<file path="src/rtl/id_fwd_scoreboard.sv">
// ID-stage operand forwarding, long-latency scoreboard and stall/hang monitor for NUM_RD read ports.
// Optional feature macro: ID_EX_FWD_EN (EX-stage non-load results forwarded instead of stalling).
module id_fwd_scoreboard #(
  parameter int NUM_RD  = 2,
  parameter int DW      = 32,
  parameter int NREG    = 32,
  parameter int TIMEOUT = 256,
  parameter int CNT_W   = 32,
  localparam int AW     = $clog2(NREG)
) (
  input  logic                 clk_i,
  input  logic                 rst_i,
  input  logic [NUM_RD-1:0]    ren_i,
  input  logic [NUM_RD*AW-1:0] raddr_i,
  input  logic [NUM_RD*DW-1:0] rdata_i,
  input  logic                 ex_we_i,
  input  logic [AW-1:0]        ex_waddr_i,
  input  logic [DW-1:0]        ex_wdata_i,
  input  logic                 ex_is_load_i,
  input  logic                 mem_we_i,
  input  logic [AW-1:0]        mem_waddr_i,
  input  logic [DW-1:0]        mem_wdata_i,
  input  logic                 wb_we_i,
  input  logic [AW-1:0]        wb_waddr_i,
  input  logic [DW-1:0]        wb_wdata_i,
  input  logic                 lc_we_i,
  input  logic [AW-1:0]        lc_waddr_i,
  input  logic [DW-1:0]        lc_wdata_i,
  input  logic                 issue_i,
  input  logic [AW-1:0]        issue_waddr_i,
  input  logic                 flush_i,
  output logic [NUM_RD*DW-1:0] rdata_o,
  output logic                 stall_o,
  output logic [AW:0]          pending_cnt_o,
  output logic [CNT_W-1:0]     stall_cycles_o,
  output logic                 hang_o
);

  localparam int RW = $clog2(TIMEOUT) + 1;
  localparam logic [RW-1:0] TO_M1 = RW'(TIMEOUT - 1);

  typedef enum logic {RUN, STALL} state_t;

  state_t            state;
  logic [RW-1:0]     run_cnt;
  logic [RW-1:0]     run_step;
  logic [NREG-1:0]   pending;
  logic [NREG-1:0]   pending_nxt;
  logic [AW:0]       cnt_nxt;
  logic [NUM_RD-1:0] port_haz;
  logic              issue_haz;
  logic              stall;
  logic              do_set;

`ifndef ID_EX_FWD_EN
  logic unused_ex;
  assign unused_ex = ^{ex_is_load_i, ex_wdata_i};
`endif

  for (genvar g = 0; g < NUM_RD; g++) begin : g_port
    logic [AW-1:0] a;
    logic          ex_hit, mem_hit, lc_hit, wb_hit;
    logic          ex_fwd, ex_stall;
    logic [DW-1:0] sel;

    assign a       = raddr_i[g*AW +: AW];
    assign ex_hit  = ex_we_i  && (ex_waddr_i  == a);
    assign mem_hit = mem_we_i && (mem_waddr_i == a);
    assign lc_hit  = lc_we_i  && (lc_waddr_i  == a);
    assign wb_hit  = wb_we_i  && (wb_waddr_i  == a);

`ifdef ID_EX_FWD_EN
    assign ex_fwd   = ex_hit && !ex_is_load_i;
    assign ex_stall = ex_hit && ex_is_load_i;
`else
    // Without the EX bypass the value reaches us from MEM one cycle later.
    assign ex_fwd   = 1'b0;
    assign ex_stall = ex_hit;
`endif

    always_comb begin
      if (a == '0)     sel = '0;
      else if (ex_fwd)  sel = ex_wdata_i;
      else if (mem_hit) sel = mem_wdata_i;
      else if (lc_hit)  sel = lc_wdata_i;
      else if (wb_hit)  sel = wb_wdata_i;
      else              sel = rdata_i[g*DW +: DW];
    end

    assign rdata_o[g*DW +: DW] = rst_i ? '0 : sel;
    assign port_haz[g] = ren_i[g] && (a != '0) && (ex_stall || (pending[a] && !lc_hit));
  end

  assign issue_haz = issue_i && !flush_i && pending[issue_waddr_i] &&
                     !(lc_we_i && (lc_waddr_i == issue_waddr_i));
  assign stall     = !rst_i && ((|port_haz) || issue_haz);
  assign stall_o   = stall;
  assign do_set    = issue_i && !flush_i && !stall && (issue_waddr_i != '0);

  // Set is applied after clear so a same-cycle retire/reissue stays pending.
  always_comb begin
    pending_nxt = pending;
    if (lc_we_i) pending_nxt[lc_waddr_i] = 1'b0;
    if (do_set)  pending_nxt[issue_waddr_i] = 1'b1;
    pending_nxt[0] = 1'b0;
  end

  always_comb begin
    cnt_nxt = '0;
    for (int i = 0; i < NREG; i++) cnt_nxt = cnt_nxt + {{AW{1'b0}}, pending_nxt[i]};
  end

  always_ff @(posedge clk_i or posedge rst_i) begin
    if (rst_i) begin
      pending        <= '0;
      pending_cnt_o  <= '0;
      stall_cycles_o <= '0;
    end else begin
      pending       <= pending_nxt;
      pending_cnt_o <= cnt_nxt;
      if (stall && (stall_cycles_o != {CNT_W{1'b1}})) stall_cycles_o <= stall_cycles_o + CNT_W'(1);
    end
  end

  // Length of the current stall run, counting this cycle; saturates at TIMEOUT-1.
  always_comb begin
    if (state == STALL) run_step = (run_cnt == TO_M1) ? run_cnt : run_cnt + RW'(1);
    else                run_step = RW'(1);
  end

  always_ff @(posedge clk_i or posedge rst_i) begin
    if (rst_i) begin
      state   <= RUN;
      run_cnt <= '0;
      hang_o  <= 1'b0;
    end else begin
      case (state)
        RUN: begin
          if (stall) begin
            state   <= STALL;
            run_cnt <= run_step;
          end
        end
        STALL: begin
          if (stall) begin
            run_cnt <= run_step;
          end else begin
            state   <= RUN;
            run_cnt <= '0;
          end
        end
        default: begin
          state   <= RUN;
          run_cnt <= '0;
        end
      endcase
      if (stall && (run_step >= TO_M1)) hang_o <= 1'b1;
    end
  end

endmodule

</file>
<file path="config.mk">
export PLATFORM = sky130hd
export DESIGN_NAME = id_fwd_scoreboard
export DESIGN_NICKNAME = d
export VERILOG_FILES = /design/src/rtl/id_fwd_scoreboard.sv
export SDC_FILE = /design/constraint.sdc
export NUM_CORES = 1
export LEC_CHECK = 0
export BUFFER_PORTS_ARGS = -buffer_cell sky130_fd_sc_hd__buf_4
export CAP_MARGIN = 20
export CELL_PAD_IN_SITES_DETAIL_PLACEMENT = 0
export CELL_PAD_IN_SITES_GLOBAL_PLACEMENT = 1
export CORE_ASPECT_RATIO = 1.4
export CORE_MARGIN = 2
export CORE_UTILIZATION = 32
export DETAILED_ROUTE_END_ITERATION = 7
export PLACE_DENSITY_LB_ADDON = 0.08
export SKIP_LAST_GASP = 1
export SYNTH_ARGS = -nofsm -noshare
export SYNTH_HDL_FRONTEND = slang
export SYNTH_SLANG_ARGS = --single-unit
export TNS_END_PERCENT = 30
</file>
<file path="constraint.sdc">
create_clock -name clk_i -period 6.7 [get_ports clk_i]
set_input_delay 0 -clock clk_i [delete_from_list [all_inputs] [get_ports clk_i]]
set_output_delay 0 -clock clk_i [all_outputs]
set_load 0.05 [all_outputs]
</file>
# Word level (Yosys, flattened, before mapping)
# Index checks and enable logic that the tools add are counted.
dict set report classes {
  addsub 32
  eq_ne 12
  reduce_logical 40
  shift 0
  order_cmp 7
  bitwise 4
  n_mux 28
  n_div 0
  mul 0
}
# cell count
set ops {}
lappend ops {{$mux 32} 12}
lappend ops {{$add 6x1->6} 25}
lappend ops {{$eq 5x5->1} 9}
lappend ops {{$mux 9} 4}
lappend ops {{$add 32x1->32 const B} 1}
lappend ops {{$and 32x32->32} 1}
lappend ops {{$ne 32x32->1 const B} 1}
lappend ops {{$not 32->32} 1}
lappend ops {{$or 32x32->32} 1}
lappend ops {{$logic_and 1x1->1} 25}
lappend ops {{$lt 5x6->1 const B} 4}
lappend ops {{$pmux 9 s2} 1}
lappend ops {{$bmux 1 s5} 3}
lappend ops {{$reduce_bool 5->1} 3}
lappend ops {{$demux 1 s5} 2}
lappend ops {{$ge 5x1->1 const B} 2}
lappend ops {{$logic_not 5->1} 2}
lappend ops {{$add 9x1->9 const B} 1}
lappend ops {{$eq 9x8->1 const B} 1}
lappend ops {{$ge 9x8->1 const B} 1}
lappend ops {{$add 5x1->6} 1}
lappend ops {{$logic_not 1->1} 6}
lappend ops {{$mux 1} 6}
lappend ops {{$add 4x1->5} 1}
lappend ops {{other kinds (7)} 9}
dict set report totals {
  memories 0
  mem_bits_rw 0
  elab_cells 129
  latch_bits 0
  ff_bits 80
  mem_bits_ro 0
}

# Logic depth before layout (Yosys ltp)
# Gate-level depths: netlist of the first run.
dict set report depth {
  ltp_word 43
  mapped_depth 27
}

# Least setup slack after synthesis of the first run
# OpenSTA, ideal clock, no wires.
dict set report synth_path {
  kind {register to register}
  from {register pending[15]}
  to {register pending_cnt_o[4]}
  stages_incl_launch_ff 25
  path_slack_ps -57
  required_time_ps 6620
  n_path_buf 2
  t_arrival_ps 6677
  path_cell_list {dfrtp_1 -> mux4_2 -> nor2b_1 -> nor4_2 -> nand3_1 -> nand3_1 -> a41o_1 -> buf_6 -> nand3_1 -> buf_2 -> o21a_1 -> fa_1 -> inv_1 -> fa_1 -> fa_1 -> fa_1 -> inv_1 -> fa_1 -> fa_1 -> inv_1 -> fa_1 -> fa_1 -> a21o_1 -> a21oi_1 -> xnor2_1}
}
dict set report synth_between {
  elab_chain_len 42
  elab_cells_between_ends 54
  cone_classes {add/sub (30); mux (8); bitwise (2); reduce/logical (14)}
}
# item line_no
set synth_rtl {}
lappend synth_rtl {{from (decl)} 47} ;# logic [NREG-1:0] pending;
lappend synth_rtl {{from (signal assigned)} 119} ;# pending <= pending_nxt;
lappend synth_rtl {{$bmux 1 s5} 91} ;# assign port_haz[g] = ren_i[g] && (a != '0) && (ex_stall || (pending[a] && !lc_hit));
lappend synth_rtl {{$mux 1 (not written as such)} 91}
lappend synth_rtl {{$logic_and 1x1->1} 91}
lappend synth_rtl {{$logic_or 1x1->1} 91}
lappend synth_rtl {{$logic_and 1x1->1} 91}
lappend synth_rtl {{$reduce_or 2->1} 96} ;# assign stall = !rst_i && ((|port_haz) || issue_haz);
lappend synth_rtl {{$logic_or 1x1->1} 96}
lappend synth_rtl {{$logic_and 1x1->1} 96}
lappend synth_rtl {{[4 not listed]} --}
lappend synth_rtl {{$add 1x1->2} 110} ;# for (int i = 0; i < NREG; i++) cnt_nxt = cnt_nxt + {{AW{1'b0}}, pending_nxt[i]};
lappend synth_rtl {{$add 2x1->3} 110}
lappend synth_rtl {{$add 3x1->4} 110}
lappend synth_rtl {{$add 4x1->5} 110}
lappend synth_rtl {{$add 5x1->6} 110}
lappend synth_rtl {{$add 6x1->6 (24 in a row)} 110}
lappend synth_rtl {{$add 6x1->6 (*)} 110}
lappend synth_rtl {{via cnt_nxt[4]} 49} ;# logic [AW:0] cnt_nxt;
lappend synth_rtl {{to (signal assigned)} 120} ;# pending_cnt_o <= cnt_nxt;
lappend synth_rtl {{to (decl)} 34} ;# output logic [AW:0] pending_cnt_o,
# Mark *: on every way through the listed nets, which the timed path passes. The rest lies on a longest branch. The select of a mux whose other input is x is not followed.
# A chain may end at the register's enable or synchronous reset.

# Final worst setup path of the first run
dict set report layout_path {
  from {register pending[21]}
  to {register pending_cnt_o[4]}
}
# Same word-level chain as after synthesis.

==> reports/results.tsv, run 1 <==
metric	value	unit
outcome	finished clean	
criticalPathCategory	reg -> reg	
cts_root_buf	clkbuf_16	
endpoint_kind	flip-flop	
wl	33600	µm
netlist_instances	963	
synthArstFlopShare	1.00	
yosysSeqAreaShare	0.245	
fin_nets	1524	
drt_first_pass_iters	6	
finalCriticalPeriod	6620	ps
slew_headroom	0.510	
multi_input_area	5800	µm²
final_antenna_net_count	0	
synthDistinctLibCells	65	
fin_cells	1582	
final_cell_mix	360 x buf_4, 139 x nor2_1, 80 x dfrtp_1	
finish.utilization	0.451	
io_pins	342	
cts_max_path_buffers	2	
final_common_cell	buf_4	
area_growth	39.2	%
synth_nets	1233	
hp-class	in -> reg	
yosys_warnings	0	
synth-edff-count	0	
fillCellCount	2593	
row_count	69	
die_area	26800	µm²
grt_pass1_wl	50600	µm
io_buffer_count	308	
antenna_found_initial	6	
dp_worst_setup_slack	-142	ps
max_clock_freq	151	MHz
critPathRequiredTime	6970	ps
fin_crit_sh	0.987	
drc	0	
die_h	193	µm
slowest_delay	550	ps
skew	5.58	ps
grt_pass1_vias	8465	
startpoint_type	flip-flop	
gp_congestion	0.903	
max-vdd-ir-drop	0.875	mV
grt_max_degree	81	
drtIter0Drc	400	
crit_arrival	6890	ps
viasPerCell	5.37	
dpl_cell_area	10900	µm²
h-tree-depth	3	
finalSetupViolCount	0	
design_area	11400	µm²
die_x	139	µm
drv_cap	0	
grt_setup_unrepaired	yes	
seqCellArea	2000	µm²
clk_latency	350	ps
critPathMostFrequentCell	fa_1	
p_per_area	281	nW/µm²
cts_tree	yes	
placed_cells	1557	
synth.avg_cell_area	8.49	µm²
ys.flop_type	dfrtp_1	
gr-total-overflow	0	
slew_violations	0	
leakagePower	5.10	nW
crit_path_max_fanout	6	
setup_slack	84.4	ps
dp_hpwl	25700	µm
yosys_register_bits	80	
finalHoldViolCount	0	
coreArea	25200	µm²
vias	8502	
cts_buffers	9	
cts.sinks	80	
crit_chain	mux4_2 -> o211ai_1 -> o211ai_1 -> o311ai_2 -> a41o_4 -> nand3_4 -> buf_4 -> o21a_1 -> fa_1 -> fa_1 -> fa_1 -> inv_1 -> fa_1 -> inv_1 -> fa_1 -> fa_1 -> inv_1 -> fa_2 -> fa_2 -> a21o_1 -> a21oi_2 -> xnor2_1	
clk_transition_reported_paths	60	ps
grt.total_usage	0.244	
wire_per_inst	21.2	µm
drive_gt1_frac	0.357	
worst_pin_slew	735	ps
initial_utilization	0.324	
tns	0	ps
cpMaxStageDelayCell	fa_1	
syn_area	8170	µm²
## routing by layer
metal | vias to the layer above | GRT usage | wire length [µm]
met5 | - | 0 | 24
met4 | 4 | 0.0820 | 1060
met3 | 57 | 0.0566 | 2240
met2 | 292 | 0.447 | 17300
met1 | 4079 | 0.283 | 13000
li1 | 4070 | - | -
## power breakdown
| part | leakage [nW] | switching, mW | total [mW] | internal, mW |
|---|---|---|---|---|
| clock network | 0.139 | 0.213 | 0.503 | 0.290 |
| registers | 1.05 | 0.0737 | 0.660 | 0.586 |
| logic | 3.90 | 1.14 | 2.04 | 0.900 |
| total | 5.10 | 1.42 | 3.20 | 1.78 |
## cell type report
class,instances,share of cell area
well taps,319,0.0351
clock buffers,10,0.0201
multi-input cells,774,0.509
flip-flops and latches,80,0.176
inverters,25,0.00836
clock inverters,6,0.00594
diodes,4,0.000880
repair buffers,364,0.244
## sequential cells by signal (all words and copies together) (netlist names)
name	flops
pending	31
stall_cycles_o	32
run_cnt	9
pending_cnt_o	6
state	1
hang_o	1
## logic make-up (layout without fill, tap and decap cells)
| logic type | Yosys count | in the layout | synth area share |
|---|---|---|---|
| compound gates | 254 | 254 | 0.192 |
| xor+xnor | 82 | 82 | 0.0879 |
| fa+ha+maj | 32 | 32 | 0.0701 |
| buf+inv | 109 | 405 | 0.0605 |
| flops | 80 | 80 | 0.245 |
| mux | 102 | 102 | 0.150 |
| other cells | 0 | 4 | 0 |
| simple gates | 304 | 304 | 0.195 |
## Yosys cell counts (all sizes together) (3+ instances only)
cell type  instances  share of area
nand2b             5         0.0038
o22ai              3         0.0023
fa                23          0.056
xor2              63          0.068
nand3b            10         0.0092
and4               3         0.0032
nand4              7         0.0054
a211oi            64          0.059
and3              15          0.011
inv               25          0.011
buf               41          0.029
dfrtp             80           0.24
a21oi             69          0.042
nor3              15         0.0092
clkbuf            43          0.020
o21ai             71          0.043
o21a              16          0.015
nand2             24          0.011
xnor2             19          0.020
mux4              15          0.041
mux2               8          0.011
mux2i             79          0.097
or3b               5         0.0054
nor2b              9         0.0072
a31oi              3         0.0023
nor3b              3         0.0028
nor4b              6          0.010
nor2             141          0.065
nor4              18          0.020
ha                 9          0.014
o211ai             3         0.0028
a31o               5         0.0054
o41ai              3         0.0032
o31ai              4         0.0037
nand3             35          0.023
## metrics by stage
step	hold slack [ps]	total power, mW
finish	107	3.20
global route	138	3.53
CTS	91.9	3.28
detailed placement	411	2.74
global placement	411	2.72
floorplan	268	2.05
## repair_timing
| action | CTS | global route |
|---|---|---|
| pin swaps | 7 | 10 |
| setup endpoints to repair | 4 | 5 |
| setup buffers | 1 | 2 |
| endpoints found under the hold margin | 0 | 9 |
| hold buffers | 0 | 1 |
| cloned | 0 | 0 |
| gates resized for setup | 8 | 9 |
## worst max-delay path: cells and delay by family, from the launching register on
kind / cells / cell delay [ps]
mux: 1 / 490
buf+inv: 4 / 320
simple gates: 1 / 110
xor+xnor: 1 / 120
flops: 1 / 410
compound gates: 7 / 1350
fa+ha+maj: 8 / 3720
## final timing paths
path,endpoint,cells past startpoint,slack (ps),from
max in group asynchronous,run_cnt[2],5,5810,rst_i
min in group asynchronous,pending[28],4,300,rst_i
worst min register to register,hang_o,1,480,hang_o
worst max-delay path,pending_cnt_o[4],22,80,pending[21]
worst min-delay path,pending[2],3,110,issue_waddr_i[3]
worst max register to register,pending_cnt_o[4],22,80,pending[21]
Note: power is estimated with default switching activity, not from simulation.
==> run 2: changes to the inputs <==
--- a/config.mk
+++ b/config.mk
@@ -13,7 +13,7 @@
 export CORE_MARGIN = 2
 export CORE_UTILIZATION = 32
 export DETAILED_ROUTE_END_ITERATION = 7
-export PLACE_DENSITY_LB_ADDON = 0.08
+export PLACE_DENSITY = 0.82
 export SKIP_LAST_GASP = 1
 export SYNTH_ARGS = -nofsm -noshare
 export SYNTH_HDL_FRONTEND = slang
==> run 2 against run 1 <==
Compared with the run above: global-route usage fell by 2.3 points; utilization rose by 0.11 points; sequential power barely moved; non-clock buffer count rose by 5; worst hold slack improved by 24 ps; combinational power fell by 3%; critical endpoint unchanged; largest cell class unchanged; highest routed layer is now met4.
==> reports/results.tsv, run 2 (synthesis results as in run 1) <==
metric	value	unit	change
outcome	finished clean		unchanged
antenna_found_initial	0		was 6
drt_first_pass_iters	5		was 6
fin_nets	1529		was 1524
holdWs	131	ps	was 107 ps
skew	8.98	ps	was 5.58 ps
dp_hpwl	23900	µm	was 25700 µm
row_count	69		unchanged
crit_path_max_fanout	4		was 6
fin_total_pwr	3.15	mW	was 3.20 mW
io_buffer_count	308		unchanged
cts.sinks	80		unchanged
drive_gt1_frac	0.359		was 0.357
final_antenna_net_count	0		unchanged
critPathMostFrequentCell	fa_1		unchanged
coreArea	25200	µm²	unchanged
grtUsageMet1	0.262		was 0.283
grt.total_usage	0.221		was 0.244
worst_pin_slew	739	ps	was 735 ps
finalSetupViolCount	0		unchanged
hp-class	in -> reg		unchanged
clk_transition_reported_paths	60	ps	about the same
crit_chain	mux4_2 -> nor2b_4 -> nor4_2 -> nand3_1 -> nand3_2 -> a41o_4 -> nand4b_1 -> buf_4 -> o21ai_2 -> fa_1 -> fa_2 -> fa_1 -> fa_1 -> inv_1 -> fa_1 -> fa_1 -> inv_1 -> fa_2 -> fa_2 -> a21o_1 -> a21oi_2 -> xnor2_1		was mux4_2 -> o211ai_1 -> o211ai_1 -> o311ai_2 -> a41o_4 -> nand3_4 -> buf_4 -> o21a_1 -> fa_1 -> fa_1 -> fa_1 -> inv_1 -> fa_1 -> inv_1 -> fa_1 -> fa_1 -> inv_1 -> fa_2 -> fa_2 -> a21o_1 -> a21oi_2 -> xnor2_1
area_growth	39.6	%	was 39.2%
wl	30900	µm	was 33600 µm
finalHoldViolCount	0		unchanged
slew_headroom	0.508		was 0.510
use_met2	0.403		was 0.447
met3_usage	0.0328		was 0.0566
h-tree-depth	3		unchanged
wire_per_inst	19.5	µm	was 21.2 µm
setup_slack	1.18	ps	was 84.4 ps
max_clock_freq	149	MHz	was 151 MHz
crit_arrival	6970	ps	was 6890 ps
viasPerCell	5.50		was 5.37
largestRegisters	stall_cycles_o: 32 flops, pending: 31 flops, run_cnt: 9 flops		unchanged
die_h	193	µm	unchanged
top_usage_layer	met2		unchanged
grt_setup_unrepaired	yes		unchanged
io_pins	342		unchanged
final_cell_mix	363 x buf_4, 139 x nor2_1, 80 x dfrtp_1		was 360 x buf_4, 139 x nor2_1, 80 x dfrtp_1
final_common_cell	buf_4		unchanged
slew_violations	0		unchanged
grt_max_degree	81		unchanged
leakagePower	5.14	nW	was 5.10 nW
clk_latency	350	ps	about the same
fin_cells	1583		was 1582
grt_pass1_vias	8424		was 8465
startpoint_type	flip-flop		unchanged
slowest_delay	590	ps	was 550 ps
cts_root_buf	clkbuf_16		unchanged
antenna_cells	0		was 4
dp_worst_setup_slack	-218	ps	was -142 ps
largest_register	stall_cycles_o		unchanged
placed_cells	1559		was 1557
endpoint_kind	flip-flop		unchanged
grt_pass1_wl	46600	µm	was 50600 µm
largest_reg_flops	32		unchanged
gp_congestion	0.914		was 0.903
drtIter0Drc	459		was 400
die_area	26800	µm²	unchanged
cts_tree	yes		unchanged
p_per_area	276	nW/µm²	was 281 nW/µm²
fin_crit_sh	1.00		was 0.987
criticalPathCategory	reg -> reg		unchanged
cts_max_path_buffers	2		unchanged
drc	0		unchanged
multi_input_area	5770	µm²	was 5800 µm²
initial_utilization	0.324		unchanged
finish.utilization	0.452		was 0.451
cts_buffers	9		unchanged
critPathRequiredTime	6970	ps	about the same
finalCriticalPeriod	6700	ps	was 6620 ps
cpMaxStageDelayCell	fa_2		was fa_1
max-vdd-ir-drop	0.948	mV	was 0.875 mV
seqCellArea	2000	µm²	unchanged
vias	8705		was 8502
drv_cap	0		unchanged
fillCellCount	2566		was 2593
gr-total-overflow	0		unchanged
die_x	139	µm	unchanged
-- run 2: area by class of cell --
class                      instances  share of cell area
inverter                          25             0.00834
sequential                        80               0.176
timing repair buffer             369               0.249
tap                              319              0.0350
clock inverter                     7             0.00680
clock buffer                       9              0.0197
multi-input combinational        774               0.506
-- run 2: per-stage QoR --
stage | cell area [µm²] | setup TNS, ps
6_report | 11400 | 0
5_1_grt | 11400 | -405
4_1_cts | 11300 | 0
3_5_place_dp | 11000 | -371
3_3_place_gp | 11000 | -186
2_1_floorplan | 8190 | 0
-- run 2: worst paths after layout --
| path | start | to | slack [ps] | cells after the start |
|---|---|---|---|---|
| setup / recovery | pending[19] | pending_cnt_o[4] | 1 | 22 |
| hold / removal | issue_waddr_i[3] | pending[2] | 130 | 3 |
| setup reg to reg | pending[19] | pending_cnt_o[4] | 1 | 22 |
| hold reg to reg | hang_o | hang_o | 490 | 1 |
| max in group asynchronous | rst_i | run_cnt[2] | 5640 | 5 |
| min in group asynchronous | rst_i | pending[30] | 450 | 4 |
-- run 2: per-layer routing --
layer  share of wire  vias up
li1                -     4066
met1            0.39     4211
met2            0.51      366
met3           0.057       62
met4           0.037        0
met5               0        -
-- run 2: worst max-delay path, delay by kind of cell, from the launching register on --
kind | cells | cell delay, ps
AOI/OAI and AO/OA | 4 | 710
xor gates and xnor gates | 1 | 120
adders and majority gates | 8 | 3700
buffers and inverters | 3 | 320
DFF | 1 | 410
muxes | 1 | 480
and+or+nand+nor | 5 | 870
-- run 2: timing repair --
item / CTS / global route
gates resized for setup: 10 / 2
buffers inserted: 4 / 0
endpoints found under the setup margin: 4 / 4
hold buffers: 0 / 1
endpoints found under the hold margin: 0 / 39
pin swaps: 15 / 0
cloned: 0 / 0
-- run 2: power breakdown --
| group | switching [mW] | leakage, nW | total (mW) | internal (mW) |
|---|---|---|---|---|
| Clock | 0.215 | 0.146 | 0.507 | 0.292 |
| Sequential | 0.0755 | 1.05 | 0.662 | 0.586 |
| Combinational | 1.09 | 3.93 | 1.98 | 0.888 |
| Total | 1.38 | 5.14 | 3.15 | 1.77 |
